===== config.mk =====
export PLATFORM = sky130hd
export DESIGN_NAME = countdown_timer
export DESIGN_NICKNAME = d
export VERILOG_FILES = /design/src/rtl/countdown_timer.sv
export SDC_FILE = /design/constraint.sdc
export NUM_CORES = 1
export LEC_CHECK = 0
export ABC_AREA = 1
export ABC_CLOCK_PERIOD_IN_PS = 3500
export BUFFER_PORTS_ARGS = -buffer_cell sky130_fd_sc_hd__buf_2
export CORE_ASPECT_RATIO = 1.1
export CORE_UTILIZATION = 35
export CTS_CLUSTER_SIZE = 10
export DETAILED_ROUTE_END_ITERATION = 10
export GPL_TIMING_DRIVEN = 0
export HOLD_SLACK_MARGIN = 0.15
export PLACE_DENSITY = 0.58
export REMOVE_ABC_BUFFERS = 1
export SLEW_MARGIN = 10
export SYNTH_ARGS = -nofsm -noshare
export SYNTH_HDL_FRONTEND = slang
export SYNTH_SLANG_ARGS = --single-unit
export TNS_END_PERCENT = 20

===== constraint.sdc =====
create_clock -name clock -period 3.5 [get_ports clock]
set_input_delay 0.875 -clock clock [delete_from_list [all_inputs] [get_ports clock]]
set_output_delay 0.875 -clock clock [all_outputs]
set_load 0.05 [all_outputs]

===== src/rtl/countdown_timer.sv =====
// Loadable down-counting timer.
// A start/reload value is taken over a valid/ready handshake. Once started,
// the count drops by one per clock. At terminal count a one-cycle `expired`
// pulse is produced, and the timer either reloads (auto-reload mode) or
// returns to IDLE (one-shot mode). `pause` holds the count and `abort`
// cancels the timer without producing an expiry.
module countdown_timer #(
    parameter int WIDTH = 32
) (
    input  logic             clock,
    input  logic             reset_n,
    input  logic             load_valid,
    output logic             load_ready,
    input  logic [WIDTH-1:0] load_value,
    input  logic             auto_reload,
    input  logic             start,
    input  logic             pause,
    input  logic             abort,
    output logic [WIDTH-1:0] count,
    output logic             busy,
    output logic             expired
);

    typedef enum logic [1:0] {
        IDLE   = 2'd0,
        LOADED = 2'd1,
        RUN    = 2'd2,
        PAUSED = 2'd3
    } state_t;

    state_t            state_reg;
    state_t            state_next;
    logic [WIDTH-1:0]  count_reg;
    logic [WIDTH-1:0]  count_next;
    logic [WIDTH-1:0]  reload_reg;
    logic [WIDTH-1:0]  reload_next;
    logic              mode_reg;
    logic              mode_next;
    logic              expired_reg;
    logic              expired_next;

    // A count of 0 or 1 is treated as terminal, so the decrement can never
    // wrap and a load value of 0 expires on the first RUN edge.
    logic              at_terminal;
    assign at_terminal = (count_reg <= WIDTH'(1));

    // State and datapath registers; reset returns to an empty, idle timer.
    always_ff @(posedge clock or negedge reset_n) begin
        if (!reset_n) begin
            state_reg   <= IDLE;
            count_reg   <= '0;
            reload_reg  <= '0;
            mode_reg    <= 1'b0;
            expired_reg <= 1'b0;
        end else begin
            state_reg   <= state_next;
            count_reg   <= count_next;
            reload_reg  <= reload_next;
            mode_reg    <= mode_next;
            expired_reg <= expired_next;
        end
    end

    // Next-state and datapath update; abort beats pause, pause beats expiry.
    always_comb begin
        state_next   = state_reg;
        count_next   = count_reg;
        reload_next  = reload_reg;
        mode_next    = mode_reg;
        expired_next = 1'b0;

        if (abort) begin
            // Cancel without expiry; reload value and mode are kept.
            state_next = IDLE;
            count_next = '0;
        end else begin
            case (state_reg)
                IDLE: begin
                    if (load_valid) begin
                        count_next  = load_value;
                        reload_next = load_value;
                        mode_next   = auto_reload;
                        state_next  = LOADED;
                    end
                end
                LOADED: begin
                    // The start edge only arms the timer; counting begins on
                    // the following edge.
                    if (start) begin
                        state_next = RUN;
                    end
                end
                RUN: begin
                    if (pause) begin
                        state_next = PAUSED;
                    end else if (!at_terminal) begin
                        count_next = count_reg - WIDTH'(1);
                    end else begin
                        expired_next = 1'b1;
                        if (mode_reg) begin
                            count_next = reload_reg;
                        end else begin
                            count_next = '0;
                            state_next = IDLE;
                        end
                    end
                end
                PAUSED: begin
                    // The resume edge does not decrement, so every paused
                    // cycle plus the resume edge stretches the period.
                    if (!pause) begin
                        state_next = RUN;
                    end
                end
                default: begin
                    state_next = IDLE;
                end
            endcase
        end
    end

    // Outputs are decoded from registered state only.
    assign load_ready = (state_reg == IDLE);
    assign busy       = (state_reg == RUN) || (state_reg == PAUSED);
    assign count      = count_reg;
    assign expired    = expired_reg;

endmodule


==> out/metrics.yaml, run 1 <==
outcome: "finished, violations left"
violations: "design-rule violations"
drv_slew: 0
min_path_type: "input port to async pin"
syn2layout_area_growth_pct: 16.2
p_leak_nw: 2.98
layout-drive-gt1-share_pct: 17.2
worstSetupEndpointType: "flip-flop"
fill_cells: 1421
pre_cts_slack_ps: 885
regArea_mm2: 0.00170
cts_buffer_depth: 2
total_power_mw: 4.92
netlist_area_mm2: 0.00464
synth.avg_cell_area_um2: 6.32
critPathRequiredTime_ps: 3750
drv_cap: 0
cts_tree: "built"
core_area_mm2: 0.0128
wl_um: 12500
cts_hold_buf: 0
cts.reportedPaths.clkPinSlew_ps: 60
cts.htree.levels: 3
ant_nets: 0
antenna_found_initial: 0
synthAdderAreaFrac_pct: 0.540
io_buffers: 73
synth_mux_area_share_pct: 0
rsz0062_at_grt: "no"
die_h_um: 123
clock_sinks: 68
grt_pass1_vias: 4197
overflow: 0
ir_drop_mv: 0.342
r2r-start: "state_reg[1]$_DFFE_PN0P_"
grt_pass1_wl_um: 21100
startpoint: "state_reg[1]$_DFFE_PN0P_"
viasPerCell: 4.65
layout_setup_ws_ps: 946
numCtsBuffers: 9
synthTopCellsByArea: "dfrtp_1, nand2_1, inv_1"
cpPeakStageDelay_ps: 750
yosysUniqueCellTypes: 28
start_util_pct: 36.4
holdWs_ps: 465
cp_cell_sequence: "inv_1 > nor2_4 > inv_1 > a21oi_1 > nand2_1 > o21ai_0"
clkLatencyLatePin_ps: 330
cellPowerDensity_mw_per_mm2: 914
synth_top_area_cell: "dfrtp_1"
dp_hpwl_um: 8940
path_delay_family: "buffers and inverters"
grt_max_degree: 42
wl_per_cell_um: 13.1
max-slew-margin-rel_pct: 21.2
fmax_mhz: 392
dieArea_mm2: 0.0137
period_share_pct: 73.0
dieWidth_um: 112
syn-instance-count: 733
critPathBufInv: 2
path_class: "flip-flop to flip-flop"
placedCellCount: 938
cts_resized: 0
synth_xor_area_share_pct: 2.27
yosys_warnings: 0
track_usage_pct: 19.7
slowest_stage: "inv_1"
cts-root-buf: "clkbuf_16"
ys_seq_area_share_pct: 36.7
synth_simple_gate_area_share_pct: 43.4
fin_util_pct: 42.2
clock_skew_ps: 6.79
num_antenna_cells: 0
yosysTopAreaCellShare_pct: 36.7
hold_violations: 0
period_needed_ps: 2550
drc: 4
layout.cells.non_filler: 953
multi_input_area_mm2: 0.00248
crit_arrival_ps: 2800
drtPass1Iterations: 7
io_pins: 74
post_cts_buffers: 0
synth_top_family_by_area: "simple AND/OR/NAND/NOR gates"
cp_max_fo: 33
startpoint_type: "flip-flop"
ys_ff_latch: 68
tightest_slew_ps: 1180
fin_nets: 833
routabilityCongestion: 0.846
finalSetupViolations: 0
vias: 4436
synth_compound_area_share_pct: 7.13
rows: 43
cpMostUsedCell: "inv_1"
drt_iter0_markers: 275
-- synthesized netlist by cell type --
| cell | count |
|---|---|
| o21ai_0 | 39 |
| dfrtp_1 | 68 |
| a21oi_1 | 20 |
| clkbuf_1 | 13 |
| nand2_2 | 19 |
| buf_12 | 1 |
| nand2_4 | 2 |
| o211ai_2 | 1 |
| o31ai_1 | 1 |
| buf_1 | 2 |
| nand3_1 | 51 |
| ha_1 | 2 |
| nand4_1 | 8 |
| nor2_8 | 1 |
| nor2_1 | 57 |
| inv_1 | 75 |
| buf_2 | 9 |
| xnor2_1 | 3 |
| nor2_2 | 9 |
| inv_2 | 10 |
| o21ai_1 | 3 |
| nand2_1 | 319 |
| nor3_2 | 2 |
| nor2_4 | 3 |
| buf_6 | 2 |
| and2_1 | 2 |
| nor3_1 | 2 |
| xor2_1 | 9 |
-- worst reg2reg max path, delay by kind of cell, from the launching register on --
kind | cells | cell delay, ps
flops | 1 | 430
buf+inv | 2 | 920
compound gates | 2 | 420
simple gates | 2 | 720
-- path summary, 6_finish.rpt --
| kind | end | slack (ps) | cells past startpoint |
|---|---|---|---|
| worst max-delay path | count[6]$_DFFE_PN0P_ | 950 | 6 |
| worst max register to register | count[6]$_DFFE_PN0P_ | 950 | 6 |
| min in group clock | reload_reg[6]$_DFFE_PN0P_ | 490 | 2 |
| worst min register to register | reload_reg[6]$_DFFE_PN0P_ | 490 | 2 |
| worst min-delay path | reload_reg[18]$_DFFE_PN0P_ | 470 | 1 |
| max in group asynchronous | count[23]$_DFFE_PN0P_ | 2490 | 2 |
-- layer usage --
layer / global-route usage, % / part of all wire [%] / up-vias
li1: - / - / 2365
met1: 26.3 / 49 / 1992
met2: 32.7 / 46 / 72
met3: 3.65 / 4.2 / 7
met4: 5.32 / 1.1 / 0
met5: 0 / 0 / -
-- final cells by class --
type                    count  area share (%)
repair buffers             75            7.71
flip-flops and latches     68            31.6
multi-input cells         553            46.1
clock inverters             2           0.186
clock buffers              13            4.83
inverters                  85            5.92
well taps                 157            3.65
-- cells by family (layout without fill, tap and decap cells) --
| family | count (synthesis) | after routing |
|---|---|---|
| fa+ha+maj | 2 | 2 |
| flops | 68 | 68 |
| simple gates | 475 | 475 |
| xor+xnor | 12 | 12 |
| compound gates | 64 | 64 |
| buf+inv | 112 | 175 |
-- where the power goes --
part           switching (mW)  total (mW)  leakage (nW)  internal [mW]
Combinational            1.81        2.55          1.98          0.733
Sequential              0.407        1.53         0.862           1.12
Clock                   0.333       0.846         0.135          0.512
-- cell usage in the layout (no fill, tap or decap), types with 3 or more instances in the layout --
master | Yosys | final
inv_1 | 75 | 75
nor2_2 | 9 | 9
clkbuf_16 | 0 | 9
dfrtp_1 | 68 | 68
nand4_1 | 8 | 8
xnor2_1 | 3 | 3
nor2_1 | 57 | 56
inv_2 | 10 | 10
nand2_1 | 319 | 319
a21oi_1 | 20 | 20
buf_2 | 9 | 72
xor2_1 | 9 | 9
nand2_2 | 19 | 19
nor2_4 | 3 | 4
o21ai_1 | 3 | 3
nand3_1 | 51 | 50
o21ai_0 | 39 | 39
-- per-stage QoR --
| step | instance area [um2] | setup TNS [ps] |
|---|---|---|
| after global placement | 5050 | -24250 |
| after detailed placement | 5120 | 0 |
| after floorplan | 4490 | 0 |
| after global routing | 5390 | 0 |
| after CTS | 5390 | 0 |
| final | 5390 | 0 |
(Power assumes the default switching activity.)
==> run 2, diff against run 1 <==
--- a/config.mk
+++ b/config.mk
@@ -6,7 +6,7 @@
 export NUM_CORES = 1
 export LEC_CHECK = 0
 export ABC_AREA = 1
-export ABC_CLOCK_PERIOD_IN_PS = 3500
+export ABC_CLOCK_PERIOD_IN_PS = 2400
 export BUFFER_PORTS_ARGS = -buffer_cell sky130_fd_sc_hd__buf_2
 export CORE_ASPECT_RATIO = 1.1
 export CORE_UTILIZATION = 35
==> constraint.sdc (replaced) <==
create_clock -name clock -period 2.4 [get_ports clock]
set_input_delay 0.6 -clock clock [delete_from_list [all_inputs] [get_ports clock]]
set_output_delay 0.6 -clock clock [all_outputs]
set_load 0.05 [all_outputs]
==> out/metrics.yaml, run 2 (synthesized netlist as in run 1, its figures left out) <==
outcome: "finished, violations left"  # unchanged
violations: "design-rule violations"  # unchanged
wl_per_cell_um: 13.6  # was 13.1 um
hold_violations: 0  # unchanged
r2r-end: "count[6]$_DFFE_PN0P_"  # unchanged
layout_setup_ws_ps: 180  # was 946 ps
grt_max_degree: 42  # unchanged
cp.depth: 6  # unchanged
startpoint_type: "flip-flop"  # unchanged
ant_nets: 0  # unchanged
slowest_stage: "nor2_4"  # was inv_1
vias: 4479  # was 4436
tightest_slew_ps: 1180  # about the same
numCtsBuffers: 9  # unchanged
num_antenna_cells: 0  # unchanged
routabilityCongestion: 0.846  # unchanged
critPathBufInv: 2  # unchanged
dp_hpwl_um: 8940  # unchanged
fin_nets: 835  # was 833
layout-drive-gt1-share_pct: 17.5  # was 17.2%
overflow: 0  # unchanged
cp_cell_sequence: "inv_1 > nor2_4 > clkinvlp_4 > a21oi_1 > nand2_1 > o21ai_0"  # was inv_1 > nor2_4 > inv_1 > a21oi_1 > nand2_1 > o21ai_0
critPathRequiredTime_ps: 2650  # was 3750 ps
finalSetupViolations: 0  # unchanged
viasPerCell: 4.69  # was 4.65
r2r_slack_ps: 180  # was 950 ps
drc: 4  # unchanged
path_delay_family: "buffers and inverters"  # unchanged
syn2layout_area_growth_pct: 16.6  # was 16.2%
endpoint: "count[6]$_DFFE_PN0P_"  # unchanged
clock_sinks: 68  # unchanged
p_leak_nw: 2.98  # about the same
crit_arrival_ps: 2470  # was 2800 ps
cts.reportedPaths.clkPinSlew_ps: 60  # about the same
min_path_type: "input port to async pin"  # unchanged
rsz0062_at_grt: "no"  # unchanged
r2r-start: "state_reg[1]$_DFFE_PN0P_"  # unchanged
worstSetupEndpointType: "flip-flop"  # unchanged
cts-root-buf: "clkbuf_16"  # unchanged
period_needed_ps: 2220  # was 2550 ps
ir_drop_mv: 0.521  # was 0.342 mV
drv_slew: 0  # unchanged
total_power_mw: 7.25  # was 4.92 mW
grt_pass1_vias: 4234  # was 4197
dieArea_mm2: 0.0137  # unchanged
pre_cts_slack_ps: -215  # was 885 ps
io_pins: 74  # unchanged
rr_worst_depth: 6  # unchanged
cts_buffer_depth: 2  # unchanged
antenna_found_initial: 0  # unchanged
track_usage_pct: 20.4  # was 19.7%
grt_pass1_wl_um: 21700  # was 21100 um
period_share_pct: 92.5  # was 73.0%
core_area_mm2: 0.0128  # unchanged
io_buffers: 73  # unchanged
clock_skew_ps: 7.89  # was 6.79 ps
cts_tree: "built"  # unchanged
cellPowerDensity_mw_per_mm2: 1340  # was 914 mW/mm2
path_class: "flip-flop to flip-flop"  # unchanged
clkLatencyLatePin_ps: 330  # about the same
fmax_mhz: 450  # was 392 MHz
rows: 43  # unchanged
cp_max_fo: 17  # was 33
drtPass1Iterations: 8  # was 7
wl_um: 13000  # was 12500 um
drv_cap: 0  # unchanged
drt_iter0_markers: 245  # was 275
layout_common_cells: "nand2_1, inv_1, buf_2"  # unchanged
final_common_cell: "nand2_1"  # unchanged
die_h_um: 123  # unchanged
cpPeakStageDelay_ps: 550  # was 750 ps
cts.htree.levels: 3  # unchanged
start_util_pct: 36.4  # unchanged
max-slew-margin-rel_pct: 21.4  # was 21.2%
startpoint: "state_reg[1]$_DFFE_PN0P_"  # unchanged
dieWidth_um: 112  # unchanged
-- run 2: cell types whose count changed in the layout (fill, tap and decap cells not counted), sizes merged --
cell | before | now
clkinvlp | 0 | 2
inv | 85 | 84
nor2 | 70 | 71
-- run 2: how the worst min path moves through the flow --
stage / endpoint / start / cells after the start / slack (ps)
finish: reload_reg[18]$_DFFE_PN0P_ / reset_n / 1 / 190
detailed placement: reload_reg[16]$_DFFE_PN0P_ / reload_reg[16]$_DFFE_PN0P_ / 2 / 470
floorplan: count[0]$_DFFE_PN0P_ / reset_n / 0 / 300
global placement: reload_reg[17]$_DFFE_PN0P_ / reload_reg[17]$_DFFE_PN0P_ / 2 / 470
global route: reload_reg[18]$_DFFE_PN0P_ / reset_n / 1 / 220
CTS: reload_reg[18]$_DFFE_PN0P_ / reset_n / 1 / 200
-- run 2: where the power goes --
| group | switching [mW] | leakage, nW | internal [mW] |
|---|---|---|---|
| Clock | 0.488 | 0.135 | 0.747 |
| Combinational | 2.70 | 1.98 | 1.07 |
| Sequential | 0.605 | 0.862 | 1.64 |
| Total | 3.79 | 2.98 | 3.46 |
-- run 2: worst register-to-register path, stage by stage, from the launching register on --
cell and delay [ps]:
dfrtp_1 430, inv_1 210, nor2_4 550, clkinvlp_4 540, a21oi_1 270, nand2_1 70, o21ai_0 60
-- run 2: metrics by stage --
stage / std cells / util [%] / cell area [um2] / TNS [ps] / hold slack, ps
6_report: 955 / 42.4 / 5400 / 0 / 192
5_1_grt: 955 / 42.4 / 5400 / 0 / 218
4_1_cts: 955 / 42.4 / 5400 / 0 / 205
3_5_place_dp: 938 / 40.1 / 5120 / -4440 / 474
3_3_place_gp: 936 / 39.6 / 5050 / -86170 / 466
2_1_floorplan: 706 / - / 4490 / -20840 / 304
-- run 2: per-layer routing --
layer	wire length, um	GRT usage, %	share of wire [%]
met4	144	5.32	1.1
met1	6350	27.5	49
met3	549	3.65	4.2
met2	5920	34.0	46
met5	0	0	0
-- run 2: repair_timing --
| item | 4_1_cts | 5_1_grt |
|---|---|---|
| setup endpoints to repair | 32 | 0 |
| resized for setup | 2 | 0 |
| hold buffers | 0 | 0 |
| setup buffers | 0 | 0 |
-- run 2: area by class of cell --
class / count / area, um2
timing repair inverter: 1 / 7.51
timing repair buffer: 75 / 415
clock inverter: 2 / 10.0
fill: 1417 / 7350
inverter: 85 / 323
sequential: 68 / 1700
clock buffer: 13 / 260
multi-input combinational: 554 / 2490
tap: 157 / 196
